--- src/rtl/memory_unit_if.sv ---
// Bus between the control path (MAR/MBR side) and the memory unit.
//
// Handshake: a request is a single-cycle strobe (C_rd or C_wr) that the
// memory samples only while idle; address and write data are captured on
// that same edge. Completion is signalled by a one-cycle mem_ready pulse,
// with read data valid on memory_out_MBR in that cycle. Strobes seen while
// mem_busy is high are dropped. Both strobes together is a protocol error.
interface memory_unit_if #(
  parameter int ADDR_W = 8,
  parameter int DATA_W = 16
);
  logic [ADDR_W-1:0] MAR_out_memory;
  logic [DATA_W-1:0] MBR_out_memory;
  logic              C_rd;
  logic              C_wr;
  logic [DATA_W-1:0] memory_out_MBR;
  logic              mem_ready;
  logic              mem_busy;
  logic              mem_err;

  modport master (
    output MAR_out_memory, MBR_out_memory, C_rd, C_wr,
    input  memory_out_MBR, mem_ready, mem_busy, mem_err
  );

  modport slave (
    input  MAR_out_memory, MBR_out_memory, C_rd, C_wr,
    output memory_out_MBR, mem_ready, mem_busy, mem_err
  );
endinterface

--- src/rtl/memory_unit.sv ---
// Word-addressed memory with a fixed number of wait states per access.
// One access at a time; request inputs are latched on the accepting edge.
module memory_unit #(
  parameter int ADDR_W      = 8,
  parameter int DATA_W      = 16,
  parameter int WAIT_STATES = 1
) (
  input  logic         clk,
  input  logic         rst_n,
  memory_unit_if.slave bus,
  output logic [1:0]   dbg_state
);

  typedef enum logic [1:0] {
    IDLE    = 2'd0,
    RD_WAIT = 2'd1,
    WR_WAIT = 2'd2
  } state_t;

  localparam int DEPTH = 1 << ADDR_W;

  state_t              state_q, state_d;
  logic [ADDR_W-1:0]   addr_q, addr_d;
  logic [DATA_W-1:0]   wdata_q, wdata_d;
  logic [DATA_W-1:0]   rdata_q, rdata_d;
  logic [3:0]          cnt_q, cnt_d;
  logic                ready_q, ready_d;
  logic                err_q, err_d;
  logic                mem_we;

  logic [DATA_W-1:0]   mem_array [0:DEPTH-1];

  // Next-state logic: accept a request in IDLE, count wait states, then
  // complete the access and pulse ready for exactly one cycle.
  always_comb begin
    state_d = state_q;
    addr_d  = addr_q;
    wdata_d = wdata_q;
    rdata_d = rdata_q;
    cnt_d   = cnt_q;
    ready_d = 1'b0;
    err_d   = err_q;
    mem_we  = 1'b0;
    case (state_q)
      IDLE: begin
        if (bus.C_rd && bus.C_wr) begin
          err_d = 1'b1;
        end else if (bus.C_rd) begin
          addr_d  = bus.MAR_out_memory;
          cnt_d   = 4'(WAIT_STATES);
          state_d = RD_WAIT;
        end else if (bus.C_wr) begin
          addr_d  = bus.MAR_out_memory;
          wdata_d = bus.MBR_out_memory;
          cnt_d   = 4'(WAIT_STATES);
          state_d = WR_WAIT;
        end
      end
      RD_WAIT: begin
        if (cnt_q != 4'd0) begin
          cnt_d = cnt_q - 4'd1;
        end else begin
          rdata_d = mem_array[addr_q];
          ready_d = 1'b1;
          state_d = IDLE;
        end
      end
      WR_WAIT: begin
        if (cnt_q != 4'd0) begin
          cnt_d = cnt_q - 4'd1;
        end else begin
          mem_we  = 1'b1;
          ready_d = 1'b1;
          state_d = IDLE;
        end
      end
      default: state_d = IDLE;
    endcase
  end

  // Control and output registers; reset abandons any access in flight.
  always_ff @(posedge clk or negedge rst_n) begin
    if (!rst_n) begin
      state_q <= IDLE;
      addr_q  <= '0;
      wdata_q <= '0;
      rdata_q <= '0;
      cnt_q   <= '0;
      ready_q <= 1'b0;
      err_q   <= 1'b0;
    end else begin
      state_q <= state_d;
      addr_q  <= addr_d;
      wdata_q <= wdata_d;
      rdata_q <= rdata_d;
      cnt_q   <= cnt_d;
      ready_q <= ready_d;
      err_q   <= err_d;
    end
  end

  // Storage array, deliberately not reset; writes only at completion.
  always_ff @(posedge clk) begin
    if (mem_we) begin
      mem_array[addr_q] <= wdata_q;
    end
  end

  assign bus.memory_out_MBR = rdata_q;
  assign bus.mem_ready      = ready_q;
  assign bus.mem_busy       = (state_q != IDLE);
  assign bus.mem_err        = err_q;
  assign dbg_state          = state_q;

endmodule

--- src/flat_wrapper.sv ---
// flat-port wrapper written by rule: the top's interface ports become plain ports
module memory_unit_flat 
#(
  parameter int ADDR_W      = 8,
  parameter int DATA_W      = 16,
  parameter int WAIT_STATES = 1
)
  (clk, rst_n, dbg_state, bus_MAR_out_memory, bus_MBR_out_memory, bus_C_rd, bus_C_wr, bus_memory_out_MBR, bus_mem_ready, bus_mem_busy, bus_mem_err);
  memory_unit_if #(.ADDR_W(ADDR_W), .DATA_W(DATA_W)) bus_i ();
  input  logic clk;
  input  logic rst_n;
  output logic [1:0] dbg_state;
  input wire logic [$bits(bus_i.MAR_out_memory)-1:0] bus_MAR_out_memory;
  input wire logic [$bits(bus_i.MBR_out_memory)-1:0] bus_MBR_out_memory;
  input wire logic [$bits(bus_i.C_rd)-1:0] bus_C_rd;
  input wire logic [$bits(bus_i.C_wr)-1:0] bus_C_wr;
  output wire logic [$bits(bus_i.memory_out_MBR)-1:0] bus_memory_out_MBR;
  output wire logic [$bits(bus_i.mem_ready)-1:0] bus_mem_ready;
  output wire logic [$bits(bus_i.mem_busy)-1:0] bus_mem_busy;
  output wire logic [$bits(bus_i.mem_err)-1:0] bus_mem_err;
  assign bus_i.MAR_out_memory = bus_MAR_out_memory;
  assign bus_i.MBR_out_memory = bus_MBR_out_memory;
  assign bus_i.C_rd = bus_C_rd;
  assign bus_i.C_wr = bus_C_wr;
  assign bus_memory_out_MBR = bus_i.memory_out_MBR;
  assign bus_mem_ready = bus_i.mem_ready;
  assign bus_mem_busy = bus_i.mem_busy;
  assign bus_mem_err = bus_i.mem_err;
  memory_unit #(.ADDR_W(ADDR_W), .DATA_W(DATA_W), .WAIT_STATES(WAIT_STATES)) u_core (.clk(clk), .rst_n(rst_n), .bus(bus_i), .dbg_state(dbg_state));
endmodule
--- config.mk ---
export PLATFORM = sky130hd
export DESIGN_NAME = memory_unit_flat
export DESIGN_NICKNAME = d
export VERILOG_FILES = /design/src/rtl/memory_unit_if.sv /design/src/rtl/memory_unit.sv /design/src/flat_wrapper.sv
export SDC_FILE = /design/constraint.sdc
export NUM_CORES = 2
export LEC_CHECK = 0
export ABC_AREA = 1
export CAP_MARGIN = 10
export CELL_PAD_IN_SITES_DETAIL_PLACEMENT = 0
export CELL_PAD_IN_SITES_GLOBAL_PLACEMENT = 2
export CORE_ASPECT_RATIO = 2
export CORE_MARGIN = 5
export CORE_UTILIZATION = 47
export DETAILED_ROUTE_END_ITERATION = 12
export PLACE_DENSITY = 0.95
export SKIP_LAST_GASP = 1
export SLEW_MARGIN = 20
export SYNTH_ARGS = -nofsm -noshare
export SYNTH_HDL_FRONTEND = slang
export SYNTH_SLANG_ARGS = --single-unit
--- constraint.sdc ---
create_clock -name clk -period 8.4 [get_ports clk]
set_input_delay 1.68 -clock clk [delete_from_list [all_inputs] [get_ports clk]]
set_output_delay 1.68 -clock clk [all_outputs]
set_load 0.005 [all_outputs]
* After elaboration in Yosys (flattened, before gate mapping) *
Memory sizes are Yosys's and may differ from the RTL's. A register that Yosys moved wholly into a read port is not among the register bits.
Cells that the tools add are included.

word-level totals
  bits in registers = 32
  latch bits = 0
  RAM bits = 4,096
  ROM bits = 0
  input bits = 28
  output and inout bits = 21
  logic and storage cells = 48
  memories kept = 1

memories
  name              depth  bits a word  rd ports  clocked after memory_dff  write ports  line               text
  u_core.mem_array  256    16           1         1                         1            memory_unit.sv:31  logic [DATA_W-1:0] mem_array [0:DEPTH-1];

cells by class
  $add $sub $neg = 1
  multipliers = 0
  div/mod/pow operators = 0
  order comparisons = 0
  eq/ne operators = 6
  shift-type cells = 0
  multiplexer cells = 17
  bitwise gates (word level) = 3
  reduce and logical (&&, ||, !) cells = 14

operators by type and width
  cell                                              number
  2-to-1 mux 4 bit                                  4
  2-to-1 mux 8 bit                                  2
  2-to-1 mux 2 bit                                  4
  case mux 4 bit (2 select lines)                   1
  AND reduction 4 bit                               2
  AND reduction 3 bit                               2
  nonzero test 2 bit                                3
  2-to-1 mux 1 bit                                  5
  != test 2 bit, second input constant              2
  case mux 2 bit (2 select lines)                   1
  AND reduction 2 bit                               2
  nonzero test 4 bit                                1
  subtractor 4 x 1 -> 4 bit, second input constant  1
  != test 3 bit, second input constant              1
  NOT 1 bit                                         3
  == test 2 x 1 -> 1 bit, second input constant     1
  == test 2 bit, second input constant              1
  zero test 2 bit                                   1
  != test 2 x 1 -> 1 bit, second input constant     1
  OR reduction 2 bit                                1
  logical AND 1 bit                                 1
  zero test 1 bit                                   1

* Depth between registers and ports, before layout *
  depth after elaboration = 5
  mapped depth = 19
  mapped depth without buffers = 15

* Worst setup path after synthesis *
No wires, ideal clock.

  path kind = register to register
  start point = reg u_core.wdata_q[0]
  end point = mem u_core.mem_array[0][0], data pin
  setup time = 0.803 ns
  arrival = 3.179 ns
  data required time = 7.597 ns
  slack = 4.418 ns
  stages on the path, launching flop included = 1
  path buffers = 0
  period minus slack after synthesis = 3.982 ns
  cell sequence = dfrtp_1

RTL lines
  what                      line               text
  start: declaration        memory_unit.sv:24  logic [DATA_W-1:0] wdata_q, wdata_d;
  start signal: assignment  memory_unit.sv:94  wdata_q <= wdata_d;
  end: declaration          memory_unit.sv:31

Straight into the memory's write port.

==> flow_metrics.env <==
export IMPL_cts_tree="done"
export IMPL_crit_type="register to register"
export IMPL_n_fill_cell=30800
export IMPL_place_congestion=0.885
export IMPL_clockBufferDepth=4
export IMPL_dpl_cell_area_sq_um=174000
export IMPL_syn_area_per_cell_sq_um=11.2
export IMPL_yosysWarnings=0
export IMPL_design_area_sq_um=186000
export IMPL_antenna_left=0
export IMPL_worstPathCellList="inv_8, nor2_4, buf_4, buf_4, nand2_1, nand3_1, nand2_1, nand2_1, nor2_1, nor2_1, nor2_1, nand2_1, nand2_1, nand3_1, nor2_1, nor2_1"
export IMPL_drt_iter0_drc=11000
export IMPL_dieArea_sq_um=369000
export IMPL_root_buffer="clkbuf_16"
export IMPL_hold_slack_ns=0.484
export IMPL_grt_max_degree=165
export IMPL_ff_latch_area_sq_um=124000
export IMPL_first_global_vias=106000
export IMPL_area_growth_pct=11.0
export IMPL_relSlewSlack_pct=15.2
export IMPL_slew_violations=0
export IMPL_wl_per_cell_um=25.7
export IMPL_vias=110000
export IMPL_post_drt_via_cell_ratio=5.49
export IMPL_ios=49
export IMPL_die_w_um=432
export IMPL_drc=0
export IMPL_htreeDepth=5
export IMPL_fin_skew_ns=0.0819
export IMPL_crit_path_top_delay_cell="dfrtp_4"
export IMPL_post_cts_buffers=0
export IMPL_hold_violations=0
export IMPL_syn_cell_area_sq_um=167000
export IMPL_cp_arrival_ns=5.99
export IMPL_setup_viol=0
export IMPL_post_route_util_pct=52.4
export IMPL_period_minus_slack_ns=5.11
export IMPL_synthesis_nets=15000
export IMPL_clock_sinks=4144
export IMPL_path_delay_family="simple AND/OR/NAND/NOR gates"
export IMPL_tightestPinTransition_ns=1.27
export IMPL_ys_seq_area_share_pct=74.3
export IMPL_period_share_pct=60.9
export IMPL_placementRows=309
export IMPL_worstPathMaxFanout=67
export IMPL_critPathLaunchType="register"
export IMPL_multi_input_area_sq_um=39600
export IMPL_hold_class="register to register"
export IMPL_yosys_register_bits=4144
export IMPL_p_per_area_nw_per_um2=357
export IMPL_slowest_delay_ns=1.05
export IMPL_port_buffer_count=48
export IMPL_end_kind="register"
export IMPL_synthDistinctLibCells=30
export IMPL_dp_hpwl_um=297000
export IMPL_die_h_um=854
export IMPL_tns_ns=0
export IMPL_rsz0062_at_grt="false"
export IMPL_synth_top_flop_cell="edfxtp_1"
export IMPL_power_total_mw=66.2
export IMPL_start_util_pct=47.2
export IMPL_path_depth=16
export IMPL_cts_resized=0
export IMPL_drt_total_wl_um=514000
export IMPL_first_pass_iters=6
export IMPL_clock_latency_ns=0.97
export IMPL_synthArstFlopShare_pct=1.16
export IMPL_fin_nets=15100
export IMPL_gr_total_overflow=0
export IMPL_status="completed"
export IMPL_max_cap_viol_count=0
export IMPL_reg2regPathDepth=16
export IMPL_final_layout_size_suffix_gt1_share_pct=6.87
export IMPL_grt_usage_pct=27.4
export IMPL_antenna_found_initial=23
export IMPL_clk_pin_slew_ns=0.07
export IMPL_leakage_nw=70.5
export IMPL_worstHoldPathCells=1
export IMPL_max_clock_freq_mhz=196
export IMPL_cts_hold_buf=0
export IMPL_synth_cells=15000
export IMPL_grt_pass1_wl_um=738000
export IMPL_ir_drop_mv=0.382
export IMPL_crit_buf_inv=3
export IMPL_core_area_sq_um=354000
export IMPL_cp_data_required_time_ns=9.27
export IMPL_synth_edff_count=4096
export IMPL_numCtsBuffers=361
==> registers in the layout (all words and copies together) (netlist names) <==
register / count
u_core.dbg_state: 2
u_core.mem_array: 4096
u_core.bus.memory_out_MBR: 16
u_core.bus.mem_err: 1
u_core.cnt_q: 4
u_core.bus.mem_ready: 1
u_core.addr_q: 8
u_core.wdata_q: 16
==> through the flow <==
| stage | cells | setup WS [ns] |
|---|---|---|
| final | 20000 | 3.29 |
| after global routing | 20000 | 3.21 |
| after CTS | 20000 | 3.46 |
| after detailed placement | 19300 | 3.45 |
| after global placement | 19300 | 3.41 |
| after floorplan | 15000 | 4.42 |
==> cell type report <==
class                      count  area share [%]
sequential                  4144            66.9
multi-input combinational  10000            21.3
clock buffer                 436            5.12
tap                         4665            3.14
timing repair buffer         447            2.12
clock inverter               216            1.23
inverter                      55           0.131
antenna                        7         0.00943
==> layer usage <==
| layer | track usage [%] | vias to the layer above | share of wire (%) |
|---|---|---|---|
| li1 | - | 50000 | - |
| met1 | 31.9 | 53900 | 35 |
| met2 | 47.8 | 4651 | 50 |
| met3 | 3.34 | 1171 | 6.8 |
| met4 | 18.2 | 16 | 7.9 |
| met5 | 0 | - | 0.017 |
==> path summary, 6_finish.rpt <==
path | slack [ns] | startpoint | end
max in group asynchronous | 6.54 | rst_n | u_core.addr_q[0]
min in group asynchronous | 1.00 | rst_n | u_core.bus.mem_ready
hold reg to reg | 0.48 | u_core.bus.mem_err | u_core.bus.mem_err
hold / removal | 0.48 | u_core.bus.mem_err | u_core.bus.mem_err
setup reg to reg | 3.29 | u_core.addr_q[1] | u_core.bus.memory_out_MBR[13]
setup / recovery | 3.29 | u_core.addr_q[1] | u_core.bus.memory_out_MBR[13]
==> Yosys cell counts (6+ instances only) <==
cell type  number  share of area (%)
nor2_1        902                2.0
dfrtp_1        48               0.72
nand4_1       208               0.78
clkbuf_1      188               0.42
ha_1            6              0.045
clkinv_1        6              0.013
o21ai_1        63               0.19
a21oi_1       207               0.62
buf_2         460                1.4
mux2_2         18               0.12
buf_4           9              0.040
edfxtp_1     4096                 74
buf_1         107               0.24
nand3_1       256               0.77
o21ai_0       158               0.47
nand2_1      8164                 18
a22oi_1        10              0.045
or2_2          16              0.060
inv_1          45               0.10
==> cell usage in the layout (no fill, tap or decap), types with 2 or more instances in the layout <==
cell,instances
clkinvlp_4,15
clkbuf_8,5
o21ai_1,64
clkdlybuf4s50_1,47
clkbuf_1,63
inv_16,3
clkinv_4,6
bufinv_16,45
diode_2,7
buf_4,361
a21oi_1,207
dfrtp_1,30
nor2_4,11
inv_6,11
mux2_2,18
clkinv_2,51
inv_2,2
o21bai_1,2
ha_1,6
nand2_2,18
buf_12,36
a22oi_1,10
nor2_2,55
o21ai_0,157
clkinv_8,3
nand4_1,208
edfxtp_1,4096
dfrtp_4,18
nor3_1,4
nor2_1,840
inv_1,44
or2_2,16
nand3_1,256
clkbuf_16,368
clkinv_1,85
inv_8,6
nand2_1,8146
==> worst reg2reg max path: stages, from the launching register on <==
cell     delay [ns]
dfrtp_4        1.05
inv_8          0.43
nor2_4         0.61
buf_4          0.58
buf_4          0.67
nand2_1        0.13
nand3_1        0.11
nand2_1        0.07
nand2_1        0.13
nor2_1         0.07
nor2_1         0.62
nor2_1         0.13
nand2_1        0.09
nand2_1        0.11
nand3_1        0.13
nor2_1         0.05
nor2_1         0.10
==> where the power goes <==
group	switching, mW	internal, mW	leakage, nW
logic	17.4	4.65	27.4
registers	1.11	26.0	37.4
clock network	7.57	9.48	5.74
==> logic make-up after synthesis <==
kind of cell,share of synthesized area (%)
AND/OR/NAND/NOR,22.0
flip-flops,74.3
buffers and inverters,2.22
AO/OA/AOI/OAI,1.34
multiplexers,0.121
adder cells (fa/ha/maj),0.0449
XOR/XNOR,0.0105
Power figures use the tool's default switching activity.
